[config.mk]
export PLATFORM = sky130hd
export DESIGN_NAME = dac_frame_scheduler
export DESIGN_NICKNAME = d
export VERILOG_FILES = /design/src/rtl/dac_frame_scheduler.sv
export SDC_FILE = /design/constraint.sdc
export NUM_CORES = 1
export LEC_CHECK = 0
export BUFFER_PORTS_ARGS = -buffer_cell sky130_fd_sc_hd__buf_2
export CORE_MARGIN = 2
export CORE_UTILIZATION = 46
export CTS_CLUSTER_DIAMETER = 50
export DETAILED_ROUTE_END_ITERATION = 8
export GPL_ROUTABILITY_DRIVEN = 0
export PLACE_DENSITY = 0.75
export SLEW_MARGIN = 10
export SYNTH_ARGS = -nofsm -noshare
export SYNTH_HDL_FRONTEND = slang
export SYNTH_SLANG_ARGS = --single-unit
export TNS_END_PERCENT = 30
[constraint.sdc]
create_clock -name clk -period 1.3 [get_ports clk]
set_input_delay 0.26 -clock clk [delete_from_list [all_inputs] [get_ports clk]]
set_output_delay 0.26 -clock clk [all_outputs]
set_load 0.005 [all_outputs]
[src/rtl/dac_frame_scheduler.sv]
// Round-robin arbiter and serializer: packs DDS channel A/B samples into
// header-prefixed command frames and shifts them MSB-first to a serial DAC.
module dac_frame_scheduler #(
   parameter int M       = 12,
   parameter int CLK_DIV = 2,
   parameter int GAP     = 2
) (
   input  logic         clk,
   input  logic         rst_n,
   input  logic         en,
   input  logic [M-1:0] a_data,
   input  logic         a_valid,
   output logic         a_ready,
   input  logic [M-1:0] b_data,
   input  logic         b_valid,
   output logic         b_ready,
   input  logic         cfg_buf,
   input  logic         cfg_ga_n,
   input  logic         cfg_shdn_n,
   output logic         sclk,
   output logic         sdi,
   output logic         cs_n,
   output logic         busy,
   output logic         frame_done
);

   localparam int F     = M + 4;
   localparam int BIT_W = $clog2(F);
   localparam int DIV_W = (CLK_DIV > 1) ? $clog2(CLK_DIV) : 1;
   localparam int GAP_W = (GAP > 1) ? $clog2(GAP) : 1;

   localparam logic [BIT_W-1:0] BIT_LAST = BIT_W'(F - 1);
   localparam logic [DIV_W-1:0] DIV_LAST = DIV_W'(CLK_DIV - 1);
   localparam logic [GAP_W-1:0] GAP_LAST = GAP_W'(GAP - 1);

   typedef enum logic [1:0] {S_IDLE, S_SHIFT, S_GAP} state_t;

   state_t           state;
   logic             last;
   logic             phase;
   logic [BIT_W-1:0] bit_cnt;
   logic [DIV_W-1:0] div_cnt;
   logic [GAP_W-1:0] gap_cnt;
   logic [F-1:0]     shreg;
   logic             grant_a;
   logic             grant_b;
   logic             bit_end;

   // Grant only from IDLE; on a tie the channel that did not go last wins.
   always_comb begin
      grant_a = 1'b0;
      grant_b = 1'b0;
      if (rst_n && state == S_IDLE && en) begin
         if (a_valid && (!b_valid || last))
            grant_a = 1'b1;
         else if (b_valid)
            grant_b = 1'b1;
      end
   end

   assign a_ready = grant_a;
   assign b_ready = grant_b;
   assign bit_end = (state == S_SHIFT) && phase && (div_cnt == DIV_LAST);

   always_ff @(posedge clk) begin
      if (!rst_n) begin
         state      <= S_IDLE;
         cs_n       <= 1'b1;
         sclk       <= 1'b0;
         sdi        <= 1'b0;
         busy       <= 1'b0;
         frame_done <= 1'b0;
         last       <= 1'b1;
         phase      <= 1'b0;
         bit_cnt    <= '0;
         div_cnt    <= '0;
         gap_cnt    <= '0;
      end else begin
         frame_done <= 1'b0;
         case (state)
            S_IDLE: begin
               if (grant_a || grant_b) begin
                  state   <= S_SHIFT;
                  cs_n    <= 1'b0;
                  sclk    <= 1'b0;
                  sdi     <= grant_b;
                  busy    <= 1'b1;
                  last    <= grant_b;
                  phase   <= 1'b0;
                  bit_cnt <= '0;
                  div_cnt <= '0;
               end
            end
            S_SHIFT: begin
               if (div_cnt == DIV_LAST) begin
                  div_cnt <= '0;
                  if (!phase) begin
                     phase <= 1'b1;
                     sclk  <= 1'b1;
                  end else begin
                     phase <= 1'b0;
                     sclk  <= 1'b0;
                     if (bit_cnt == BIT_LAST) begin
                        state      <= S_GAP;
                        cs_n       <= 1'b1;
                        sdi        <= 1'b0;
                        frame_done <= 1'b1;
                        gap_cnt    <= '0;
                     end else begin
                        // Next bit appears on sdi while sclk is back low.
                        bit_cnt <= bit_cnt + 1'b1;
                        sdi     <= shreg[F-2];
                     end
                  end
               end else begin
                  div_cnt <= div_cnt + 1'b1;
               end
            end
            S_GAP: begin
               if (gap_cnt == GAP_LAST) begin
                  state <= S_IDLE;
                  busy  <= 1'b0;
               end else begin
                  gap_cnt <= gap_cnt + 1'b1;
               end
            end
            default: state <= S_IDLE;
         endcase
      end
   end

   // Frame payload needs no reset: it is loaded on every accept.
   always_ff @(posedge clk) begin
      if (grant_a || grant_b)
         shreg <= {grant_b, cfg_buf, cfg_ga_n, cfg_shdn_n, grant_b ? b_data : a_data};
      else if (bit_end)
         shreg <= {shreg[F-2:0], 1'b0};
   end

endmodule

; Word level (Yosys, flattened, before mapping)
; Cells that the tools add are included.
[op_classes]
add_sub_neg = 3
n_eq_ne = 9
n_mux = 43
reduce_logical = 23
[op_table]
columns = cell, n
row1 = 15-bit 2-to-1 mux, 2
row2 = 1-bit 2-to-1 mux, 23
row3 = 4-bit 2-to-1 mux, 4
row4 = 5-bit AND reduction, 3
row5 = 12-bit 2-to-1 mux, 1
row6 = 1-bit one-hot mux with 2 select lines, 6
row7 = 4-bit AND reduction, 3
row8 = 2-bit 2-to-1 mux, 5
row9 = 2-bit inequality test (second input constant), 4
row10 = 4-bit one-hot mux with 2 select lines, 1
row11 = 2-bit nonzero test, 4
row12 = 2-bit one-hot mux with 3 select lines, 1
row13 = 3-bit AND reduction, 2
row14 = 1-bit logical AND, 5
row15 = 4-bit by 1-bit adder with 4-bit output (second input constant), 1
row16 = 4-bit equality test (second input constant), 1
row17 = 2-bit by 1-bit inequality test with 1-bit output (second input constant), 2
row18 = 2-bit AND reduction, 2
row19 = 1-bit adder (second input constant), 2
row20 = 2-bit by 1-bit equality test with 1-bit output (second input constant), 1
row21 = 2-bit equality test (second input constant), 1
row22 = 2-bit logical NOT, 1
row23 = 1-bit logical OR, 2
row24 = 1-bit logical NOT, 1
[totals]
reg_bits = 29
input_bits = 32
output_inout_bits = 7
wordCells = 89

; Longest topological paths before layout
; Gate-level depths: netlist of run 1.
[depth]
depth_word = 8
mapped_depth = 6
ltp_nobuf = 5

; Worst setup path before layout of run 1
; No wires, ideal clock.
[synth_path]
kind = flip-flop to flip-flop
from = reg state[1]
to = reg shreg[10], data pin
setup_ns = 0.258
arrival_time_ns = 1.191
required_time_ns = 1.042
path_slack_ns = -0.149
path_stages_with_launch = 6
n_path_buf = 1
period_less_slack_ns = 1.449
path_cell_list = dfxtp_1 > and4bb_4 > nand3_4 > buf_6 > mux2i_1 > o21ai_1
[synth_via]
elab_chain_len = 6
word_cells_on_any_way = 8
classes_between = mux (4) / reduce/logical (4)
[synth_lines]
columns = item, line
row1 = from (decl), 38  ; state_t state;
row2 = from (signal assigned), 67  ; state <= S_IDLE;
row3 = from (signal assigned), 83  ; state <= S_SHIFT;
row4 = from (signal assigned), 104  ; state <= S_GAP;
row5 = 2-bit logical NOT (*), 53  ; if (rst_n && state == S_IDLE && en) begin
row6 = 1-bit logical AND (*) (2 in a row), 53
row7 = 1-bit 2-to-1 mux, 53
row8 = 12-bit 2-to-1 mux or 1-bit logical OR (tied branches), "135, 134"
row9 = 15-bit 2-to-1 mux (*), 134  ; if (grant_a || grant_b)
row10 = to (signal assigned), 135  ; shreg <= {grant_b, cfg_buf, cfg_ga_n, cfg_shdn_n, grant_b ? b_data : a_data};
row11 = to (signal assigned), 137  ; shreg <= {shreg[F-2:0], 1'b0};
row12 = to (decl), 44  ; logic [F-1:0] shreg;
; Mark *: on every way between the ends. The rest lies on a longest branch, timed or not.
; A chain may end at the register's enable or synchronous reset.

; Final worst setup path of run 1
[layout_path]
from = reg state[0]
to = out a_ready
[layout_via]
elab_chain_len = 4
[layout_lines]
columns = item, line
row1 = 2-bit logical NOT, 53
row2 = 1-bit logical AND (2 in a row), 53
row3 = 1-bit 2-to-1 mux, 53
row4 = to (decl), 13  ; output logic a_ready,
; Every way passes these cells.

==> results.cfg, run 1 <==
[floorplanning]
fp.dieW_um = 58.9
core_sq_um = 2810
pin_count = 39
die_area_sq_um = 3470
fp-row-count = 19
start_util = 0.495
die_h_um = 58.9

[sta]
grt_setup_unrepaired = yes
setup_ws_ns = -0.257
period_needed_ns = 1.56
setup_viol = 39
worst_pin_slew_ns = 0.260
fmax_mhz = 642
slew_viol_final = 0
final.setup_skew_ns = 0.0148
hold_viol = 0
maxSlewHeadroom = 0.827
setup_tns_ns = -5.67
fin_crit_sh = 1.20

[synth]
synth_cell_types = 31
synth_top_family_by_area = simple AND/OR/NAND/NOR gates
synth-seq-cells = 29
syn_area_sq_um = 1390
synth_area_leader_cell = edfxtp_1
synthAdderAreaFrac = 0.00901
synth_area_leaders = edfxtp_1 (32%), dfxtp_1 (20%), mux2i_1 (8.6%)
syn_area_per_cell_sq_um = 10.1
synth.area.mux_share = 0.0865
synthXorXnorAreaFrac = 0.00631
synth_top_area_share = 0.324
ys_seq_area_frac = 0.526
yosys_warnings = 0
synth_nets = 170
synthCells = 137
synth_compound_area_frac = 0.133
synth_simple_gate_area_frac = 0.197

[clock_network]
cts_buffers = 5
clk_pin_slew_ns = 0.09
cts_hold_buffers = 0
cts_tree = yes
cts_root_buffer = clkbuf_4
clock-sinks = 29
clock_insertion_delay_worst_skew_ns = 0.33
clk_path_buf_depth = 2
htree_levels = 2

[final_layout]
fin_cells = 230
fillers = 214
reg_top3 = shreg x15, bit_cnt x4, state x2
top_register = shreg
layout-drive-gt1-share = 0.402
final_common_cell = buf_2
area_growth_pct = 39.5
diodes = 0
most-common-layout-cells = buf_2 (36), nand2_1 (32), edfxtp_1 (15)
final_nets = 231
largest_reg_flops = 15

[critical_path]
r2r_cells = 5
cp_cell_sequence = and4bb_4 > and3_4 > buf_6
end_kind = output port
critPathKind = reg -> out
worstPathArrival_ns = 1.30
cp_max_fo = 5
cp.depth = 3
cp_top_family = simple AND/OR/NAND/NOR gates
critPathSlowestCell = and4bb_4
timing.critical_path.buf_inv = 1
critPathLaunchType = flip-flop
critPathMaxStageDelay_ns = 0.37
worstPathRequired_ns = 1.04

[global_route]
grt_pass1_vias = 1183
grt.overflow.total = 0
grt_use_total = 0.197
antenna_found_initial = 0
grt_max_degree = 20
grt_pass1_wl_mm = 4.97

[drt]
firstDrtPassIters = 4
finalWirelength_mm = 3.05
drc = 0
wire_per_inst_um = 13.2
vias_per_cell = 5.26
drt-initial-drc-count = 26
num_vias = 1209
route.antenna.remaining_nets = 0

[power]
seqPwrFrac = 0.558
powerDensity_nw_per_um2 = 942
p_comb_frac = 0.164
total_power_uw = 1820
p_leak_uw = 0.000902
p_int_uw = 1370
p_sw_uw = 454
peakVddDrop_v = 0.000547
clockPowerShare = 0.278
p_sw_frac = 0.249

[place]
hpwl_mm = 2.14
port_buffers = 38
placed_cells = 217

[min_path]
hold_class = in -> reg
worstHoldPathCells = 3

[outcome]
violations = negative setup slack
status = finished with violations

[flow_run]
cap_violations = 0
## final timing paths
check,startpoint,end,slack (ns)
worst max-delay path,state[0]$_SDFFE_PN0P_,a_ready,-0.26
worst min-delay path,cfg_buf,shreg[14]$_DFFE_PP_,0.18
worst max register to register,state[0]$_SDFFE_PN0P_,shreg[6]$_DFFE_PP_,-0.25
worst min register to register,cs_n$_SDFFE_PN1P_,cs_n$_SDFFE_PN1P_,0.49
## power by group through the flow
stage	sequential, uW	combinational, uW	clock, uW
6_report	1020	299	508
5_1_grt	1020	328	561
4_1_cts	1020	284	519
3_5_place_dp	1040	261	0
3_3_place_gp	1040	251	0
2_1_floorplan	1040	137	0
## final cells by class
class,instances,area (sq um),area share
Clock inverter,1,3.75,0.00194
Inverter,4,15.0,0.00775
Multi-Input combinational cell,100,666,0.344
Sequential cell,29,733,0.379
Timing Repair Buffer,58,435,0.225
Tap cell,31,38.8,0.0200
Clock buffer,7,45.0,0.0233
## cell families after synthesis
kind of cell | after synthesis
buffers and inverters | 9
adders and majority gates | 1
DFF | 29
AOI/OAI and AO/OA | 30
xor gates and xnor gates | 1
and+or+nand+nor | 55
muxes | 12
## routing by layer
metal | wire length [um] | vias to the layer above | track usage
met3 | 169 | 7 | 0.0747
met1 | 1270 | 551 | 0.211
met2 | 1560 | 38 | 0.348
li1 | - | 613 | -
met4 | 52 | 0 | 0.0747
met5 | 0 | - | 0
## cell usage after synthesis
| cell type | number |
|---|---|
| nand3_1 | 6 |
| o21a_1 | 1 |
| o21ai_0 | 10 |
| o21ai_1 | 6 |
| and3_1 | 1 |
| and3_2 | 1 |
| nor3_1 | 3 |
| o2bb2ai_4 | 1 |
| ha_1 | 1 |
| nor4b_1 | 1 |
| clkbuf_2 | 1 |
| o22ai_1 | 2 |
| clkinv_1 | 1 |
| nor2_1 | 2 |
| nand2_1 | 32 |
| inv_1 | 3 |
| mux2i_1 | 12 |
| and4bb_4 | 1 |
| buf_4 | 2 |
| a211oi_1 | 2 |
| buf_6 | 2 |
| nor2b_1 | 1 |
| or2_2 | 1 |
| dfxtp_1 | 14 |
| nand3_4 | 1 |
| a31oi_1 | 2 |
| xor2_1 | 1 |
| edfxtp_1 | 15 |
| a21oi_1 | 6 |
| nand2b_1 | 4 |
| and2_2 | 1 |
## worst register-to-register path, stage by stage (launching register included)
cell and delay, ns:
dfxtp_2 0.32, and4bb_4 0.37, nand3_4 0.11, bufbuf_16 0.29
mux2i_1 0.13, o21ai_0 0.08
## metrics by stage
stage	area (sq um)	worst slack (ns)	hold WS, ns	util
after detailed placement	1730	-0.190	0.478	0.618
after floorplan	1390	-0.125	0.434	-
after global placement	1730	-0.136	0.458	0.618
after CTS	1880	-0.302	0.176	0.671
after global routing	1940	-0.313	0.174	0.690
final	1940	-0.257	0.185	0.690
## timing repair
action,CTS,global route
resized for setup,15,9
buffers inserted,2,1
cloned,1,1
pin swaps,5,5
setup endpoints to repair,41,45
No activity file was read; power rests on OpenSTA's default activity.
==> run 2: changes to the inputs <==
SKIP_LAST_GASP = 1   (was unset)
==> run 2 against run 1 <==
  * The flow still finishes with violations (negative setup slack)
  * Die area stayed put
  * Largest cell class unchanged
  * Total power is 0.82% higher
  * Count of clock-buffer cells in the layout unchanged
  * Clock skew decreased by 0.0029 ns
  * Global-route usage shrank 0.15 points
==> results.cfg, run 2 (same netlist as run 1, synthesis figures left out) <==
[outcome]
status = finished with violations
violations = negative setup slack

[critical_path]
timing.critical_path.buf_inv = 1
cp_cell_sequence = and4bb_4 > and3_4 > buf_6
cp_max_fo = 5
worstPathRequired_ns = 1.04
critPathMaxStageDelay_ns = 0.37
worstPathArrival_ns = 1.30
critPathKind = reg -> out
end_kind = output port
critPathLaunchType = flip-flop
cp_top_family = simple AND/OR/NAND/NOR gates
critPathSlowestCell = and4bb_4

[sta]
fin_crit_sh = 1.20
worst_pin_slew_ns = 0.355
slew_viol_final = 0
hold_viol = 0
setup_ws_ns = -0.258
setup_viol = 43
period_needed_ns = 1.56
grt_setup_unrepaired = yes
fmax_mhz = 642
final.setup_skew_ns = 0.0118
maxSlewHeadroom = 0.762

[global_route]
use_met2 = 0.341
use_met1 = 0.211
use_met3 = 0.0747
antenna_found_initial = 0
grt_max_degree = 20
grt.overflow.total = 0
grt_use_total = 0.195
grt_pass1_vias = 1173
grt_busiest_layer = met2
grt_pass1_wl_mm = 4.95

[drt]
drt-initial-drc-count = 56
drc = 0
finalWirelength_mm = 3.11
route.antenna.remaining_nets = 0
num_vias = 1213
wire_per_inst_um = 13.4
firstDrtPassIters = 4
vias_per_cell = 5.21

[final_layout]
top_register = shreg
layout-drive-gt1-share = 0.396
fin_cells = 233
final_nets = 234
multi_input_comb_area_sq_um = 637
largest_reg_flops = 15
fillers = 210
most-common-layout-cells = buf_2 (36), nand2_1 (32), buf_4 (16)
diodes = 0
area_growth_pct = 40.8
seq_area_sq_um = 733
final_common_cell = buf_2
reg_top3 = shreg x15, bit_cnt x4, state x2

[place]
hpwl_mm = 2.14
post-place-ws_ns = -0.190
port_buffers = 38
placed_cells = 217

[clock_network]
clk_path_buf_depth = 2
htree_levels = 2
clock-sinks = 29
cts_hold_buffers = 0
cts_buffers = 5
clock_insertion_delay_worst_skew_ns = 0.33
cts_tree = yes
cts_root_buffer = clkbuf_4
clk_pin_slew_ns = 0.09

[floorplanning]
pin_count = 39
die_h_um = 58.9
fp-row-count = 19
start_util = 0.495
die_area_sq_um = 3470
core_sq_um = 2810
fp.dieW_um = 58.9

[flow_run]
cap_violations = 0

[min_path]
hold_class = in -> reg

[power]
peakVddDrop_v = 0.000547
p_leak_uw = 0.000915
powerDensity_nw_per_um2 = 941
run 2: cell count changes in the layout (fill, tap and decap cells not counted), moves of 2 or more:
cell / before / now
o21ai_0: 4 / 6
buf_4: 13 / 16
o21ai_1: 12 / 10
nor3_1: 1 / 3
run 2: final timing paths:
check / start / to / slack (ns) / cells after the start
max reg2reg: state[0]$_SDFFE_PN0P_ / shreg[6]$_DFFE_PP_ / -0.25 / 5
max: state[0]$_SDFFE_PN0P_ / a_ready / -0.26 / 3
min: cfg_ga_n / shreg[13]$_DFFE_PP_ / 0.18 / 3
min reg2reg: bit_cnt[1]$_SDFFE_PN0P_ / bit_cnt[1]$_SDFFE_PN0P_ / 0.49 / 2
run 2: what timing repair did:
| action | in CTS | in global routing |
|---|---|---|
| pin swaps | 3 | 4 |
| setup buffers | 2 | 4 |
| gates resized for setup | 10 | 9 |
| setup endpoints to repair | 41 | 44 |
| gates cloned | 1 | 1 |
run 2: layout make-up:
class,instances,area share
repair buffers,62,0.247
inverters,4,0.00768
clock buffers,7,0.0230
clock inverters,1,0.00192
multi-input cells,99,0.326
well taps,31,0.0198
flip-flops and latches,29,0.375
run 2: where the power goes:
part / switching [uW] / internal [uW]
sequential: 13.7 / 1000
combinational: 140 / 172
clock: 302 / 207
run 2: worst reg2reg max path, stage by stage (launching register included):
cell and delay, ns:
dfxtp_2 0.32, and4bb_4 0.37, nand3_4 0.11, bufbuf_16 0.29, mux2i_1 0.13, o21ai_0 0.08
run 2: stage by stage:
stage / TNS [ns] / hold WS, ns / power, uW / instance area [sq um] / util
3_5_place_dp: -4.44 / 0.478 / 1300 / 1730 / 0.618
5_1_grt: -9.36 / 0.210 / 1930 / 1960 / 0.697
2_1_floorplan: -1.71 / 0.434 / 1170 / 1390 / -
3_3_place_gp: -3.44 / 0.458 / 1290 / 1730 / 0.618
4_1_cts: -8.57 / 0.176 / 1820 / 1850 / 0.661
6_report: -7.09 / 0.185 / 1840 / 1960 / 0.697
run 2: metal layers:
| layer | share of wire | up-vias | routed length [um] |
|---|---|---|---|
| met5 | 0 | - | 0 |
| met4 | 0.017 | 0 | 52 |
| met3 | 0.058 | 7 | 180 |
| met2 | 0.51 | 36 | 1590 |
| met1 | 0.41 | 552 | 1290 |
| li1 | - | 618 | - |
